--- config.mk ---
export PLATFORM = sky130hd
export DESIGN_NAME = tt_vec_counter
export DESIGN_NICKNAME = d
export VERILOG_FILES = /design/src/rtl/tt_vec_counter.sv
export SDC_FILE = /design/constraint.sdc
export NUM_CORES = 1
export LEC_CHECK = 0
export ABC_AREA = 1
export CELL_PAD_IN_SITES_DETAIL_PLACEMENT = 1
export CELL_PAD_IN_SITES_GLOBAL_PLACEMENT = 1
export CORE_AREA = 4 4 41 43
export CTS_BUF_LIST = sky130_fd_sc_hd__clkbuf_8
export DETAILED_ROUTE_END_ITERATION = 10
export DIE_AREA = 0 0 45 47
export GPL_TIMING_DRIVEN = 1
export PLACE_DENSITY_LB_ADDON = 0.12
export SYNTH_ARGS = -nofsm -noshare
export SYNTH_HDL_FRONTEND = slang
export SYNTH_SLANG_ARGS = --single-unit
--- constraint.sdc ---
create_clock -name clk -period 2.2 [get_ports clk]
set_clock_uncertainty 0.1 [all_clocks]
set_input_delay 0.44 -clock clk [delete_from_list [all_inputs] [get_ports clk]]
set_output_delay 0.44 -clock clk [all_outputs]
set_load 0.02 [all_outputs]
--- src/rtl/tt_vec_counter.sv ---
// Stimulus index counter: synchronous clear has priority over enable; last flags the all-ones vector.
// Zero latency on the flag; no backpressure, advances only when enabled.
module tt_vec_counter #(
    parameter int W = 4
) (
    input  logic         clk,
    input  logic         rst,
    input  logic         clr,
    input  logic         en,
    output logic [W-1:0] idx,
    output logic         last
);

    always_ff @(posedge clk or posedge rst) begin
        if (rst)
            idx <= '0;
        else if (clr)
            idx <= '0;
        else if (en)
            idx <= idx + 1'b1;
    end

    assign last = &idx;

endmodule

Word level (Yosys, flattened, before mapping)
Index checks and enable logic that the tools add are counted.

Mux-type cells: 2. Reduce and logical (&&, ||, !) cells: 2. Add/sub/neg operators: 1.

Operators with widths (count): $mux 4 (2); $add 4x1->4 const B (1); $reduce_and 4->1 (1); $reduce_bool 2->1 (1).

Bits in registers: 4. Bits of input ports: 4.

Longest topological paths before layout
Gate-level depths: netlist of the first run.

Word-level depth: 3. Gate-level depth with buffers: 5. Mapped depth without buffers: 5.

Worst setup path before layout of the first run
Ideal clock, no wire load.

Kind: register to output. From: register idx[1]. To: output port last. Slack: 0.650 ns. Arrival time: 1.010 ns. Cell stages (with the launch flop): 4. Buffers on the path: 0. Required time: 1.660 ns. Path through: dfrtp_1 > ha_1 > nand2_1 > nor2_1.

Cells in the longest elaborated chain, start to end: 1.

Ends and longest elaborated chain: from (decl) (RTL line 10) `output logic [W-1:0] idx,`; from (signal assigned) (RTL line 20) `idx <= idx + 1'b1;`; $reduce_and 4->1 (RTL line 23) `assign last = &idx;`; to (decl) (RTL line 11) `output logic last`.

No other way between the ends.

Worst setup path in the final report of the first run
From: register idx[0]. To: output port last.

The elaborated chain is that of the path after synthesis.

==> out/qor.txt, run 1 <==
Power per standard cell area = 1020 nW/um^2
Biggest fanout along the worst timing path = 4
Final Hold Viols = 0
Required time at the worst-slack endpoint = 1.66 ns
Worst-case register-to-register setup slack = 1.12 ns
Worst Setup Path Type = reg -> out
Via density per instance = 3.89
Unrepaired setup endpoints after global routing = false
Sequential fraction of the synthesis area = 0.465
Maximum capacitance violations = 0
Pin count of the biggest net entering global routing = 5
Measured slew at the worst slew-check pin = 0.222 ns
Period minus WS final = 2.07 ns
Longest Clk Path Bufs = 2
Ranking of synthesized cells by area = sky130_fd_sc_hd__dfrtp_1, sky130_fd_sc_hd__nand2_1, sky130_fd_sc_hd__a21oi_1
Via count of the routed design = 206
Source-to-sink clock delay at the later pin of the worst-skew pair = 0.22 ns
Overflow left after global routing = 0
Type of the worst min-delay path = in -> async
Fraction of synthesized cell area taken by the top area cell type = 0.465
Net count reported at finish = 45
Util after Layout = 0.273
Clock transition at the registers of the reported paths = 0.03 ns
Iteration-0 DRC count of the detailed router = 1
Worst max-slew margin expressed relative to the limit = 0.851
Number of flops mapped to enable cells by yosys = 0
Number of clock buffers inserted by TritonCTS = 3
Count of cells resized by post-cts repair = 0
Register-to-Register Path Depth = 4
Post-detailed-routing wire length = 617 um
Count leader, synth = sky130_fd_sc_hd__nand2_1
CP Capture Point = last
Synthesized instance count = 27
Largest vdd supply drop = 328 uV
Origin of the critical flop-to-flop path = idx[0]$_DFFE_PP0P_
# setup viols final = 0
IO buf count = 8
Number of nets still failing antenna checks after routing = 0
Routed WL per cell = 11.6 um
Relative area change from synthesis to final layout = 65.1%
Type of element capturing the critical path = primary output
Share of the clock period used by the worst path after layout = 0.943
Largest registers in the final layout = idx: 4 flops
Run status = complete, no violations
Quantity of hold-fixing buffers added after cts = 0
Cell type with the largest total area after synthesis = sky130_fd_sc_hd__dfrtp_1
Leading cell types by count after synthesis = sky130_fd_sc_hd__nand2_1, sky130_fd_sc_hd__dfrtp_1, sky130_fd_sc_hd__inv_1
Count of yosys warnings during synthesis = 0
HPWL reported at the end of detailed placement = 499 um
Mean instance size in the synthesized netlist = 7.97 um^2
CTS tree = done
Area of the mapped netlist = 215 um^2
Fraction of registers with async set or reset after synthesis = 1.00
First element of the critical path = idx[0]$_DFFE_PP0P_
Gp weighted congestion = 0.622
Antenna violations before repair = 0
Die ar. = 2120 um^2
Root Buffer Master = sky130_fd_sc_hd__clkbuf_8
Vias in the first global route = 229
Wire length of the first global-routing pass = 1.00 mm
CTS sink count = 4
Total negative slack for setup checks = 0 ns
Initial Util = 0.165
# DRC = 0
Max Freq = 0.482 GHz
Die Wd = 45 um
Number of distinct library cells after synthesis = 11
Number of top-level pins = 9
Area inside the core boundary = 1300 um^2
H-tree depth = 1
Mapped Nets = 32
First-pass DRT Iterations = 3
# rows = 13
Post-CTS setup buffers = 0
Max-slew violation total from the final report = 0
Main flop type after synthesis = sky130_fd_sc_hd__dfrtp_1
Register bit count reported by yosys = 4
CP arrival = 1.53 ns
Total leakage power = 0.162 nW
Total chip power = 364 uW
Top register by number of flip-flops = idx
Sort of element at the start of the critical path = flop
Share of post-route cells with drive strength above 1 = 0.184
Antenna Cells = 0
Number of flip-flops under the largest register name = 4
Endpoint of the worst register-to-register path = idx[2]$_DFFE_PP0P_
GRT Resource Usage Total = 0.0759
Vert. Die Dim = 47 um
## metal layers
metal,GRT usage,up-vias,part of all wire
met5,0,-,0
met4,0.105,0,0.047
li1,-,105,-
met1,0.0729,88,0.41
met2,0.102,10,0.42
met3,0.0383,3,0.12
## worst max-delay path, cell delays in order, from the launching register on
cell and delay [ns]:
sky130_fd_sc_hd__dfrtp_1 0.38, sky130_fd_sc_hd__ha_1 0.18, sky130_fd_sc_hd__nand2_1 0.06, sky130_fd_sc_hd__nor2_1 0.10, sky130_fd_sc_hd__clkdlybuf4s50_1 0.61
## area by class of cell
cell class	instances	area, um^2
tap	15	18.8
timing repair buffer	8	80.1
inverter	5	18.8
sequential	4	100
clock buffer	3	41.3
multi-input combinational	18	96.3
fill	158	946
## where the power goes
group | internal (mW) | switching, mW | total [mW]
Sequential | 0.0888 | 0.0144 | 0.103
Clock | 0.116 | 0.0367 | 0.153
Combinational | 0.0499 | 0.0578 | 0.108
Total | 0.255 | 0.109 | 0.364
## kinds of logic after synthesis
kind of cell	after synthesis	synth area share
flops	4	0.465
buf+inv	5	0.0872
simple gates	13	0.297
fa+ha+maj	1	0.0581
compound gates	4	0.0930
## metrics by stage
step | worst slack [ns] | std cells | cell area [um^2] | hold WS (ns)
floorplan | 0.650 | 27 | 215 | 0.106
global placement | 0.346 | 50 | 314 | 0.432
detailed placement | 0.337 | 50 | 314 | 0.425
CTS | 0.0985 | 53 | 355 | 0.312
global route | 0.0156 | 53 | 355 | 0.321
finish | 0.125 | 53 | 355 | 0.307
## worst min path at each step
stage	cells past startpoint	slack [ns]	to	from
floorplan	1	0.11	idx[0]$_DFFE_PP0P_	rst
CTS	2	0.31	idx[0]$_DFFE_PP0P_	rst
detailed placement	2	0.43	idx[1]$_DFFE_PP0P_	idx[1]$_DFFE_PP0P_
global route	2	0.32	idx[2]$_DFFE_PP0P_	rst
finish	2	0.31	idx[2]$_DFFE_PP0P_	rst
global placement	2	0.43	idx[1]$_DFFE_PP0P_	idx[1]$_DFFE_PP0P_
## placed cells by master (no fill, tap or decap), drive strengths merged
cell and instances:
clkdlybuf4s50 8, nand2 6, inv 5, nor2 5
dfrtp 4, a21oi 3, clkbuf 3, nand3 2
o21ai 1, ha 1
Note: power is estimated with default switching activity, not from simulation.
==> run 2: changes to the inputs <==
CORE_AREA = 2 2 39 41   (was 4 4 41 43)
DIE_AREA = 0 0 41 43   (was 0 0 45 47)
==> run 2 against run 1 <==
Design area up 0.35%. Count of clock-buffer cells in the layout unchanged. Fmax down 0.81%. Critical path type unchanged. Worst setup slack worse by 0.017 ns. Routed wire length down 7.9%.
==> out/qor.txt, run 2 (synthesis results as in run 1) <==
CTS tree = done
Worst hold slack after final layout = 0.329 ns (+0.0222 ns)
Total leakage power = 0.162 nW (unchanged)
Quantity of hold-fixing buffers added after cts = 0 (unchanged)
# rows = 14 (+1)
Vert. Die Dim = 43 um (-8.5%)
Internal Dissipation = 255 uW (-0.12%)
Gp weighted congestion = 0.641 (+3.1%)
Die ar. = 1760 um^2 (-17%)
Largest registers in the final layout = idx: 4 flops
Sort of element at the start of the critical path = flop
Via density per instance = 4.04 (+3.9%)
CP arrival = 1.55 ns (+0.02 ns)
Antenna Cells = 0 (unchanged)
Relative area change from synthesis to final layout = 65.7%
# DRC = 0 (unchanged)
Biggest fanout along the worst timing path = 4 (unchanged)
Clock power frac = 0.422 (about the same)
First-pass DRT Iterations = 1 (-2)
Switching power total = 109 uW (+0.34%)
Antenna violations before repair = 0 (unchanged)
H-tree depth = 1 (unchanged)
Worst Setup Path Type = reg -> out
Post-CTS setup buffers = 0 (unchanged)
Origin of the critical flop-to-flop path = idx[0]$_DFFE_PP0P_
Post-detailed-routing wire length = 568 um (-7.9%)
First element of the critical path = idx[0]$_DFFE_PP0P_
Initial Util = 0.156 (-0.00987)
CP Capture Point = last
Util after Layout = 0.258 (-0.0154)
Vias in the first global route = 231 (+0.87%)
Number of clock buffers inserted by TritonCTS = 3 (unchanged)
Flop pwr share = 0.289 (+0.006)
Share of post-route cells with drive strength above 1 = 0.184 (unchanged)
Commonest cells after routing, fill and taps aside = sky130_fd_sc_hd__clkdlybuf4s50_1, sky130_fd_sc_hd__nand2_1, sky130_fd_sc_hd__inv_1, sky130_fd_sc_hd__dfrtp_1
Max-slew violation total from the final report = 0 (unchanged)
Source-to-sink clock delay at the later pin of the worst-skew pair = 0.22 ns (about the same)
Number of top-level pins = 9 (unchanged)
Power share of the combinational group = 0.289 (-0.007)
IO buf count = 8 (unchanged)
Root Buffer Master = sky130_fd_sc_hd__clkbuf_8
Total negative slack for setup checks = 0 ns (unchanged)
Type of the worst min-delay path = in -> async
Wire length of the first global-routing pass = 917 um (-8.3%)
Worst max-slew margin expressed relative to the limit = 0.856 (+0.00511)
Sequential cell area = 100 um^2 (unchanged)
HPWL reported at the end of detailed placement = 464 um (-7.2%)
Register-to-Register Path Depth = 3 (-1)
Via count of the routed design = 218 (+5.8%)
# setup viols final = 0 (unchanged)
Count of cells resized by post-cts repair = 0 (unchanged)
Number of flip-flops under the largest register name = 4 (unchanged)
Routed WL per cell = 10.5 um (-9.6%)
Period minus WS final = 2.09 ns (+0.0170 ns)
Net count reported at finish = 45 (unchanged)
Top register by number of flip-flops = idx
Die Wd = 41 um (-8.9%)
Share of the clock period used by the worst path after layout = 0.951 (+0.00774)
Number of nets still failing antenna checks after routing = 0 (unchanged)
Fill count = 165 (+4.4%)
Power per standard cell area = 1020 nW/um^2 (-0.33%)
Final Hold Viols = 0 (unchanged)
CTS sink count = 4 (unchanged)
Required time at the worst-slack endpoint = 1.66 ns (about the same)
Pin count of the biggest net entering global routing = 5 (unchanged)
Minimum setup slack in the final design = 0.108 ns (-0.0170 ns)
Iteration-0 DRC count of the detailed router = 0 (-1)
Unrepaired setup endpoints after global routing = false
Area of combinational cells with multiple inputs = 96.3 um^2 (unchanged)
Sw frac = 0.300 (+0.000954)
Max Freq = 0.478 GHz (-0.81%)
GRT Resource Usage Total = 0.0874 (+0.0115)
Worst-case register-to-register setup slack = 1.14 ns (+0.02 ns)
Largest vdd supply drop = 238 uV (-27%)
Maximum capacitance violations = 0 (unchanged)
Worst setup timing slack at the placement stage = 0.327 ns (-0.00971 ns)
Measured slew at the worst slew-check pin = 0.215 ns (-0.00763 ns)
Area inside the core boundary = 1380 um^2 (+6.3%)
Run status = complete, no violations
Longest Clk Path Bufs = 2 (unchanged)
Clock transition at the registers of the reported paths = 0.03 ns (about the same)
Type of element capturing the critical path = primary output
Most frequent standard cell in the layout excluding fill and tap cells = sky130_fd_sc_hd__clkdlybuf4s50_1
Overflow left after global routing = 0 (unchanged)
Endpoint of the worst register-to-register path = idx[1]$_DFFE_PP0P_
==> run 2: cell counts in the layout (fill, tap and decap cells not counted) <==
Identical to the previous run, type by type.
==> run 2: per-layer routing <==
layer | vias up | GRT usage | part of all wire
li1 | 107 | - | -
met1 | 103 | 0.0903 | 0.41
met2 | 8 | 0.119 | 0.49
met3 | 0 | 0.0314 | 0.095
met4 | 0 | 0.100 | 0
met5 | - | 0 | 0
==> run 2: worst min-delay path by stage <==
stage	from	to	slack, ns	cells after the start
global route	rst	idx[3]$_DFFE_PP0P_	0.35	2
CTS	rst	idx[3]$_DFFE_PP0P_	0.33	2
global placement	idx[1]$_DFFE_PP0P_	idx[1]$_DFFE_PP0P_	0.43	2
finish	rst	idx[3]$_DFFE_PP0P_	0.33	2
floorplan	rst	idx[0]$_DFFE_PP0P_	0.11	1
detailed placement	idx[1]$_DFFE_PP0P_	idx[1]$_DFFE_PP0P_	0.44	2
==> run 2: layout make-up <==
type,count,share of cell area
sequential,4,0.281
multi-input combinational,18,0.270
timing repair buffer,8,0.225
clock buffer,3,0.116
tap,16,0.0561
inverter,5,0.0526
==> run 2: critical path, stage by stage, from the launching register on <==
cell                              delay [ns]
sky130_fd_sc_hd__dfrtp_1                0.39
sky130_fd_sc_hd__ha_1                   0.19
sky130_fd_sc_hd__nand2_1                0.06
sky130_fd_sc_hd__nor2_1                 0.09
sky130_fd_sc_hd__clkdlybuf4s50_1        0.61
==> run 2: power groups by stage <==
stage                     Clock, mW  Sequential (mW)  Combinational, mW
final                         0.154            0.105              0.105
after global placement            0            0.106              0.103
after CTS                     0.162            0.106              0.108
after global routing          0.166            0.108              0.115
after detailed placement          0            0.106              0.107
after floorplan                   0            0.121             0.0425
==> run 2: metrics by stage <==
stage	cells	cell area [um^2]	power [mW]
2_1_floorplan	27	215	0.163
3_3_place_gp	51	315	0.209
3_5_place_dp	51	315	0.213
4_1_cts	54	357	0.375
5_1_grt	54	357	0.389
6_report	54	357	0.364
==> run 3: changes to the inputs <==
==> constraint.sdc (replaced) <==
create_clock -name clk -period 2.2 [get_ports clk]
set_clock_uncertainty 0.1 [all_clocks]
set_input_delay 0.33 -clock clk [delete_from_list [all_inputs] [get_ports clk]]
set_output_delay 0.33 -clock clk [all_outputs]
set_load 0.02 [all_outputs]
==> run 3 against run 2 <==
Design area unchanged. Worst setup slack improved by 0.13 ns. Sequential share of layout area unchanged. Register-to-register slack about the same. Die area unchanged. Flip-flop and latch count unchanged. Count of clock-buffer cells in the layout unchanged. Clock power about the same. Routed wire length decreased by 1.9%. Total power decreased by 0.15%.
==> out/qor.txt, run 3 (synthesis results as in run 1) <==
Overflow left after global routing = 0 (unchanged)
Measured slew at the worst slew-check pin = 0.215 ns (+0.000454 ns)
Max-slew violation total from the final report = 0 (unchanged)
Post-detailed-routing wire length = 557 um (-1.9%)
Maximum capacitance violations = 0 (unchanged)
Gp weighted congestion = 0.680 (+6.1%)
Count of cells resized by post-cts repair = 0 (unchanged)
Vert. Die Dim = 43 um (unchanged)
Max Freq = 0.509 GHz (+6.6%)
GRT Resource Usage Total = 0.0834 (-0.00402)
Routed WL per cell = 10.3 um (-1.9%)
CTS sink count = 4 (unchanged)
Cell-by-cell listing of the critical path = ha_1 > nand2_1 > nor2_1 > clkdlybuf4s50_1
Pin count of the biggest net entering global routing = 5 (unchanged)
Power per standard cell area = 1020 nW/um^2 (-0.15%)
Share of the clock period used by the worst path after layout = 0.892 (-0.0586)
Unrepaired setup endpoints after global routing = false
Run status = complete, no violations
# setup viols final = 0 (unchanged)
Iteration-0 DRC count of the detailed router = 0 (unchanged)
Die ar. = 1760 um^2 (unchanged)
Largest registers in the final layout = idx: 4 flops
Sort of element at the start of the critical path = flop
Longest Clk Path Bufs = 2 (unchanged)
Die Wd = 41 um (unchanged)
Top register by number of flip-flops = idx
# DRC = 0 (unchanged)
Total leakage power = 0.162 nW (unchanged)
Util after Layout = 0.258 (unchanged)
# rows = 14 (unchanged)
Most frequent standard cell in the layout excluding fill and tap cells = sky130_fd_sc_hd__clkdlybuf4s50_1
Number of nets still failing antenna checks after routing = 0 (unchanged)
Number of flip-flops under the largest register name = 4 (unchanged)
Number of top-level pins = 9 (unchanged)
Slowest stage cell, crit path = sky130_fd_sc_hd__clkdlybuf4s50_1
Commonest cells after routing, fill and taps aside = sky130_fd_sc_hd__clkdlybuf4s50_1, sky130_fd_sc_hd__nand2_1, sky130_fd_sc_hd__inv_1, sky130_fd_sc_hd__dfrtp_1
Via density per instance = 3.91 (-3.2%)
Share of post-route cells with drive strength above 1 = 0.184 (unchanged)
Vias in the first global route = 235 (+1.7%)
Critical path buffers and inverters = 1 (unchanged)
Clock transition at the registers of the reported paths = 0.03 ns (about the same)
Required time at the worst-slack endpoint = 1.77 ns (+0.11 ns)
Area inside the core boundary = 1380 um^2 (unchanged)
Fill count = 171 (+3.6%)
Relative area change from synthesis to final layout = 65.7% (unchanged)
Post-CTS setup buffers = 0 (unchanged)
Antenna violations before repair = 0 (unchanged)
Root Buffer Master = sky130_fd_sc_hd__clkbuf_8
HPWL reported at the end of detailed placement = 442 um (-4.7%)
Net count reported at finish = 45 (unchanged)
Number of instances in the placed design = 51 (unchanged)
Source-to-sink clock delay at the later pin of the worst-skew pair = 0.21 ns (about the same)
Total negative slack for setup checks = 0 ns (unchanged)
CP arrival = 1.53 ns (-0.02 ns)
Biggest fanout along the worst timing path = 4 (unchanged)
Number of clock buffers inserted by TritonCTS = 3 (unchanged)
Period minus WS final = 1.96 ns (-0.129 ns)
Via count of the routed design = 211 (-3.2%)
Worst Setup Path Type = reg -> out
CTS tree = done
Quantity of hold-fixing buffers added after cts = 0 (unchanged)
Worst max-slew margin expressed relative to the limit = 0.856 (about the same)
Antenna Cells = 0 (unchanged)
Type of element capturing the critical path = primary output
H-tree depth = 1 (unchanged)
IO buf count = 8 (unchanged)
Type of the worst min-delay path = in -> async
Final Hold Viols = 0 (unchanged)
Largest vdd supply drop = 217 uV (-9.2%)
Initial Util = 0.156 (unchanged)
First-pass DRT Iterations = 1 (unchanged)
Delay-heaviest family, CP = buffers and inverters
CP max stage delay = 0.60 ns (about the same)
Wire length of the first global-routing pass = 897 um (-2.2%)
Non-Filler Instances = 54 (unchanged)
==> run 3: metrics by stage <==
stage / instance area (um^2) / worst slack, ns / hold slack [ns] / power [mW]
floorplan: 215 / 0.760 / -0.00392 / 0.163
global placement: 315 / 0.453 / 0.432 / 0.209
detailed placement: 315 / 0.440 / 0.448 / 0.213
CTS: 357 / 0.206 / 0.228 / 0.372
global route: 357 / 0.103 / 0.246 / 0.388
finish: 357 / 0.237 / 0.223 / 0.364
==> run 3: final cells by class <==
cell class,count,area (um^2),area share
inverters,5,18.8,0.0526
flip-flops and latches,4,100,0.281
clock buffers,3,41.3,0.116
multi-input cells,18,96.3,0.270
well taps,16,20.0,0.0561
repair buffers,8,80.1,0.225
==> run 3: power breakdown <==
part / switching (mW) / internal [mW] / leakage [nW]
logic: 0.0553 / 0.0491 / 0.0869
clock network: 0.0375 / 0.117 / 0.0216
registers: 0.0163 / 0.0887 / 0.0535
total: 0.109 / 0.254 / 0.162
==> run 3: final timing paths <==
kind	to	startpoint	cells past startpoint	slack [ns]
worst max-delay path	last	idx[0]$_DFFE_PP0P_	4	0.24
worst min-delay path	idx[1]$_DFFE_PP0P_	rst	2	0.22
worst max register to register	idx[2]$_DFFE_PP0P_	idx[0]$_DFFE_PP0P_	4	1.14
worst min register to register	idx[1]$_DFFE_PP0P_	idx[1]$_DFFE_PP0P_	2	0.45
max in group asynchronous	idx[0]$_DFFE_PP0P_	rst	2	1.61
min in group clk	idx[1]$_DFFE_PP0P_	idx[1]$_DFFE_PP0P_	2	0.45
==> run 3: layer usage <==
metal / up-vias / GRT usage / part of all wire
met5: - / 0 / 0
met4: 0 / 0.0800 / 0.014
met3: 2 / 0.0314 / 0.090
met2: 8 / 0.109 / 0.44
met1: 94 / 0.0968 / 0.46
li1: 107 / - / -
